File: config.mk
export PLATFORM = sky130hd
export DESIGN_NAME = bitpipe_sched
export DESIGN_NICKNAME = d
export VERILOG_FILES = /design/src/rtl/bitpipe_sched.sv
export SDC_FILE = /design/constraint.sdc
export NUM_CORES = 1
export LEC_CHECK = 0
export ABC_AREA = 1
export BUFFER_PORTS_ARGS = -buffer_cell sky130_fd_sc_hd__buf_2
export CAP_MARGIN = 20
export CORE_ASPECT_RATIO = 1.5
export CORE_MARGIN = 3
export CORE_UTILIZATION = 45
export DETAILED_ROUTE_END_ITERATION = 7
export GPL_ROUTABILITY_DRIVEN = 0
export PLACE_DENSITY = 0.71
export SYNTH_ARGS = -nofsm -noshare
export SYNTH_HDL_FRONTEND = slang
export SYNTH_SLANG_ARGS = --single-unit
File: constraint.sdc
create_clock -name i_clk -period 1.5 [get_ports i_clk]
set_input_delay 0.225 -clock i_clk [delete_from_list [all_inputs] [get_ports i_clk]]
set_output_delay 0.225 -clock i_clk [all_outputs]
set_load 0.03 [all_outputs]
File: src/rtl/bitpipe_sched.sv
// Round-robin scheduler sharing one bit-serial delay-line pipe between NREQ requesters.
// Optional parity bit per word when BITPIPE_SCHED_PARITY_EN is defined.
module bitpipe_sched #(
    parameter int NREQ = 4,
    parameter int WW   = 8,
    parameter int LN   = 8,
    parameter int IDW  = 2
) (
    input  logic               i_clk,
    input  logic               i_reset,
    input  logic [NREQ-1:0]    i_req,
    input  logic [NREQ*WW-1:0] i_data,
    output logic [NREQ-1:0]    o_grant,
    output logic               o_pipe_ce,
    output logic               o_pipe_in,
    input  logic               i_pipe_bit,
    output logic               o_valid,
    input  logic               i_ready,
    output logic [IDW-1:0]     o_id,
    output logic [WW-1:0]      o_data,
    output logic               o_perr
);

`ifdef BITPIPE_SCHED_PARITY_EN
    localparam int NB = WW + 1;
`else
    localparam int NB = WW;
`endif
    localparam int CW = $clog2(NB + LN + 1);
    localparam int SW = (NREQ > 1) ? $clog2(NREQ) : 1;
    localparam logic [CW-1:0] CNT_NB   = CW'(NB);
    localparam logic [CW-1:0] CNT_LN   = CW'(LN);
    localparam logic [CW-1:0] CNT_LAST = CW'(NB + LN - 1);

    typedef enum logic [1:0] {IDLE, BUSY, DONE} state_t;

    state_t          state_reg, state_next;
    logic [IDW-1:0]  last_reg, last_next;
    logic [IDW-1:0]  id_reg, id_next;
    logic [NB-1:0]   tx_reg, tx_next;
    logic [NB-1:0]   rx_reg, rx_next;
    logic [CW-1:0]   cnt_reg, cnt_next;
    logic            quiet_reg, quiet_next;

    logic [WW-1:0]   words [NREQ];
    logic [SW-1:0]   pick_sel;
    logic [SW-1:0]   rr_sel;
    logic            pick_found;
    logic            grant_en;
    logic [WW-1:0]   pick_word;

    genvar gi;
    generate
        for (gi = 0; gi < NREQ; gi++) begin : g_req
            assign words[gi]   = i_data[gi*WW +: WW];
            assign o_grant[gi] = grant_en && (pick_sel == SW'(gi));
        end
    endgenerate

    // Descending scan so the nearest requester after last_reg wins.
    always_comb begin
        pick_found = 1'b0;
        pick_sel   = '0;
        rr_sel     = '0;
        for (int i = NREQ; i >= 1; i--) begin
            rr_sel = SW'((int'(last_reg) + i) % NREQ);
            if (i_req[rr_sel]) begin
                pick_found = 1'b1;
                pick_sel   = rr_sel;
            end
        end
    end

    // One quiet IDLE cycle follows every accepted result before the next grant.
    assign grant_en  = (state_reg == IDLE) && !quiet_reg && pick_found && !i_reset;
    assign pick_word = words[pick_sel];

    always_comb begin
        state_next = state_reg;
        last_next  = last_reg;
        id_next    = id_reg;
        tx_next    = tx_reg;
        rx_next    = rx_reg;
        cnt_next   = cnt_reg;
        quiet_next = 1'b0;
        case (state_reg)
            IDLE: begin
                if (grant_en) begin
                    last_next  = IDW'(pick_sel);
                    id_next    = IDW'(pick_sel);
`ifdef BITPIPE_SCHED_PARITY_EN
                    tx_next    = {^pick_word, pick_word};
`else
                    tx_next    = pick_word;
`endif
                    cnt_next   = '0;
                    state_next = BUSY;
                end
            end
            BUSY: begin
                tx_next = tx_reg >> 1;
                if (cnt_reg >= CNT_LN) begin
                    rx_next = {i_pipe_bit, rx_reg[NB-1:1]};
                end
                if (cnt_reg == CNT_LAST) begin
                    state_next = DONE;
                end else begin
                    cnt_next = cnt_reg + 1'b1;
                end
            end
            DONE: begin
                if (i_ready) begin
                    state_next = IDLE;
                    quiet_next = 1'b1;
                end
            end
            default: state_next = IDLE;
        endcase
    end

    always_ff @(posedge i_clk) begin
        if (i_reset) begin
            state_reg <= IDLE;
            last_reg  <= IDW'(NREQ - 1);
            id_reg    <= '0;
            tx_reg    <= '0;
            rx_reg    <= '0;
            cnt_reg   <= '0;
            quiet_reg <= 1'b0;
        end else begin
            state_reg <= state_next;
            last_reg  <= last_next;
            id_reg    <= id_next;
            tx_reg    <= tx_next;
            rx_reg    <= rx_next;
            cnt_reg   <= cnt_next;
            quiet_reg <= quiet_next;
        end
    end

    assign o_pipe_ce = (state_reg == BUSY);
    assign o_pipe_in = (state_reg == BUSY) && (cnt_reg < CNT_NB) ? tx_reg[0] : 1'b0;
    assign o_valid   = (state_reg == DONE);
    assign o_id      = id_reg;
    assign o_data    = rx_reg[WW-1:0];
`ifdef BITPIPE_SCHED_PARITY_EN
    assign o_perr    = (state_reg == DONE) && (^rx_reg);
`else
    assign o_perr    = 1'b0;
`endif

endmodule
# Word level (Yosys, flattened, before mapping)

Index checks and enable logic that the tools add are counted.

Add/subtract/negate cells: 5
$lt $le $gt $ge: 7
Equality and inequality tests: 10
Mux-type cells: 30
Bitwise operators: 2
Reduce and logical (&&, ||, !) cells: 19

Operators with widths:

| kind                                                                                | count |
|---|---|
| 8-bit 2-to-1 mux                                                                    | 3 |
| 8-bit binary-select mux with 2-bit select                                           | 1 |
| 8-bit one-hot mux with 2 select lines                                               | 1 |
| 2-bit 2-to-1 mux                                                                    | 7 |
| 2-bit by 3-bit < comparator with 1-bit output, second input constant                | 4 |
| 1-bit 2-to-1 mux                                                                    | 10 |
| 5-bit 2-to-1 mux                                                                    | 2 |
| 5-bit one-hot mux with 2 select lines                                               | 1 |
| 1-bit binary-select mux with 2-bit select                                           | 4 |
| 1-bit logical AND                                                                   | 8 |
| 2-bit == test, second input constant                                                | 3 |
| 2-bit one-hot mux with 3 select lines                                               | 1 |
| 2-bit AND reduction                                                                 | 3 |
| 3-bit AND reduction                                                                 | 2 |
| 5-bit by 1-bit adder with 5-bit output, second input constant                       | 1 |
| 5-bit by 4-bit == test with 1-bit output, second input constant                     | 1 |
| 5-bit by 4-bit greater-or-equal comparator with 1-bit output, second input constant | 1 |
| 5-bit by 4-bit < comparator with 1-bit output, second input constant                | 1 |
| 2-bit by 1-bit adder with 2-bit output, second input constant                       | 2 |
| 2-bit adder, second input constant                                                  | 2 |
| 2-bit by 1-bit == test with 1-bit output, second input constant                     | 2 |
| 2-bit zero test                                                                     | 2 |
| 2-bit by 1-bit != test with 1-bit output, second input constant                     | 2 |
| 2-bit != test, second input constant                                                | 2 |
| 6 further kinds                                                                     | 7 |

Register bits: 28
Bits of input ports: 40
Output and inout port bits: 18
Word-level logic and storage cells: 80

# Depth between registers and ports, before layout

Depth in word-level cells: 13
Mapped depth: 16

# Worst setup path before layout

OpenSTA, ideal clock, no wires.

Path type: register to output
Start point: register last_reg[0]
End point: output port o_grant[0]
Arrival time: 1.904 ns
Path slack: -0.629 ns
Cell stages (with the launch flop): 12
Buffers on the path: 1
Cell sequence: dfxtp_1 -> inv_2 -> nand2_1 -> nand2_1 -> nand2_1 -> nand2_1 -> nand2_1 -> nand2_1 -> nand2_2 -> nand2_4 -> buf_4 -> nor3_1

Word-level cells in the longest chain between the ends: 10
Elaborated cells on any way between the ends: 24

Ends and longest elaborated chain:

| item                                      | line | source |
|---|---|---|
| start: declaration                        | 38   | `logic [IDW-1:0] last_reg, last_next;` |
| start signal: assignment                  | 124  | `last_reg <= IDW'(NREQ - 1);` |
| start signal: assignment                  | 132  | `last_reg <= last_next;` |
| 2-bit by 1-bit adder with 2-bit output    | 66   | `rr_sel = SW'((int'(last_reg) + i) % NREQ);` |
| 1-bit binary-select mux with 2-bit select | 67   | `if (i_req[rr_sel]) begin` |
| 1-bit 2-to-1 mux (implied by the code)    | 67   |  |
| 1-bit 2-to-1 mux (4 in a row)             | 67   |  |
| 1-bit logical AND (2 in a row)            | 75   | `assign grant_en = (state_reg == IDLE) && !quiet_reg && pick_found && !i_reset;` |
| 1-bit logical AND *                       | 56   | `assign o_grant[gi] = grant_en && (pick_sel == SW'(gi));` |
| end: declaration                          | 13   | `output logic [NREQ-1:0] o_grant,` |

Mark *: on every way between the ends. The rest lies on a longest branch, timed or not. The select of a mux whose other input is x is not followed.

# Final worst setup path

Same ends and word-level chain as after synthesis.

==> impl_metrics.ini <==
[worst_setup_path]
path_max_fanout = 7
critPathRequiredTime_ns = 1.27
r2r_end = tx_reg[0]
start_kind = flop
critical_path_class = flop to output port
reg2reg_from = last_reg[0]
crit_path_end = o_grant[0]
end_kind = output port
regToRegSetupSlack_ns = -0.54
reg2regPathDepth = 14
crit_start = last_reg[0]
arrival_ns = 1.90

[placed_design]
hpwlAfterDp_mm = 3.52
place_ws_ns = -0.298
post-place-cells = 402
portBuffers = 56
place_area_um2 = 2350

[grt]
grt_max_degree = 17
antenna_found_initial = 0
met3_usage_pct = 2.64
grt_pass1_vias = 2101
grt_overflow = 0
met2_usage_pct = 47.7
grt_pass1_wl_mm = 9.04
grt_usage_pct = 24.0
use_met1_pct = 25.5
busiest_layer = met2

[die]
dieArea_um2 = 4670
die_h_um = 82.3
io_pins = 58
rows = 27
initial_core_util_pct = 46.9
die_w_um = 56.8
design.core.area_um2 = 3720

[finish]
fin_area_um2 = 3060
fin_cells = 432
drive_above_1_share_pct = 51.7
n_antenna_cell = 0
nFillCells = 227
area_delta_synth_final_pct = 75.3
mostFrequentLayoutCells = nand2_1 (51), buf_2 (51), buf_4 (38)
nets = 432
seqCellArea_um2 = 571
multi_input_area_um2 = 1360

[yosys]
synth_cell_types = 29
syn_inst = 282
synth_nets = 324
synth_area_um2 = 1740
synth_seq_cells = 28
yosys.area.top_type_share_pct = 32.1
ys_seq_area_share_pct = 32.1
postSynthAreaPerCell_um2 = 6.19
synth_top_cell_by_area = dfxtp_1
yosysWarnings = 0
synth_area_leaders = dfxtp_1 (32%), nand2_1 (17%), nor2_1 (10%), nand3_1 (8.0%), inv_1 (4.9%)

[power]
cellLeakagePower_nw = 1.59
peakVddDrop_mv = 2.31
power.density_nw_per_um2 = 2170
p_total_mw = 6.63

[timing]
period_minus_slack_ns = 2.13
rsz0062_at_grt = true
fin_crit_sh_pct = 142
setup_violations = 22
setup_ws_ns = -0.626
max_freq_mhz = 470
final_hold_viol_count = 0
final_max_slew_viol_count = 0
skew_ns = 0.00274

[clocking]
root_buffer = clkbuf_8
clk_pin_slew_ns = 0.09
cts_tree = built
htree_levels = 1
clk_path_buf_depth = 2
clock_sinks = 28
cts_made_buffers = 3
clk_latency_ns = 0.27

[detailed_routing]
drc = 0
vias_per_cell = 5.31
num_vias = 2296
drtIter0Drc = 143
ant_nets = 0
routed_wl_mm = 6.48
wl_per_cell_um = 15.0
firstDrtPassIters = 4

[status]
status = finished, violations left
violations = negative setup slack

[hold_path]
min_path_type = input pin to flop

[run]
cap_violations = 0
==> synth_stat cells (all sizes together) <==
master   n
or2      1
nor3     8
buf      8
a21boi   1
dfxtp   28
clkbuf   4
a21oi   14
nand2   86
o211ai   2
nor4     1
inv     26
nor2    48
ha       2
o211a    2
and3     1
nand3   30
conb     1
nand4    5
o21ai   14
==> metrics by stage <==
stage / util, % / hold slack, ns / setup TNS [ns]
after global routing: 82.3 / 0.192 / -11.87
after CTS: 74.9 / 0.180 / -6.37
after global placement: 63.3 / 0.451 / -3.76
final: 82.3 / 0.181 / -9.77
after floorplan: - / 0.302 / -1.29
after detailed placement: 63.3 / 0.454 / -4.34
==> area by class of cell <==
class / instances / share of cell area [%]
clock buffers: 4 / 1.80
inverters: 26 / 3.93
multi-input cells: 216 / 44.4
flip-flops and latches: 28 / 18.7
well taps: 43 / 1.76
repair buffers: 115 / 29.5
==> layer usage <==
layer / up-vias / wire length (µm)
li1: 1122 / -
met1: 1061 / 2310
met2: 88 / 3610
met3: 25 / 278
met4: 0 / 284
met5: - / 0
==> critical path: stages, from the launching register on <==
cell      delay [ns]
dfxtp_4         0.42
inv_8           0.07
nand2_2         0.07
nand2_4         0.07
nand2_2         0.11
nand2_4         0.08
buf_6           0.12
nor2_4          0.14
a21boi_4        0.10
buf_6           0.13
nor3_4          0.16
buf_6           0.15
==> worst min path at each step <==
stage / start / end / slack, ns / depth (start not counted)
floorplan: i_reset / quiet_reg / 0.30 / 1
detailed placement: tx_reg[2] / tx_reg[2] / 0.45 / 2
global placement: tx_reg[2] / tx_reg[2] / 0.45 / 2
CTS: i_pipe_bit / o_data[7] / 0.18 / 3
global route: i_pipe_bit / o_data[7] / 0.19 / 3
finish: i_pipe_bit / o_data[7] / 0.18 / 3
==> repair_timing <==
| action | CTS | global route |
|---|---|---|
| hold buffers | 0 | 0 |
| pin swaps | 30 | 18 |
| gates resized for setup | 66 | 54 |
| setup endpoints to repair | 23 | 23 |
| gates cloned | 2 | 0 |
| setup buffers | 13 | 12 |
==> logic make-up (layout without fill, tap and decap cells) <==
kind of cell	Yosys count	count (layout)	share of synthesized area (%)
and+or+nand+nor	180	180	44.9
buffers and inverters	38	145	10.4
AOI/OAI and AO/OA	33	33	10.9
DFF	28	28	32.1
adders and majority gates	2	2	1.43
other	1	1	0.215
==> power breakdown <==
group          leakage [nW]  switching, mW  total [mW]  internal (mW)
registers             0.230          0.142        1.08          0.935
clock network        0.0288          0.223       0.458          0.234
logic                  1.33           2.72        5.09           2.37
Power figures use the tool's default switching activity.
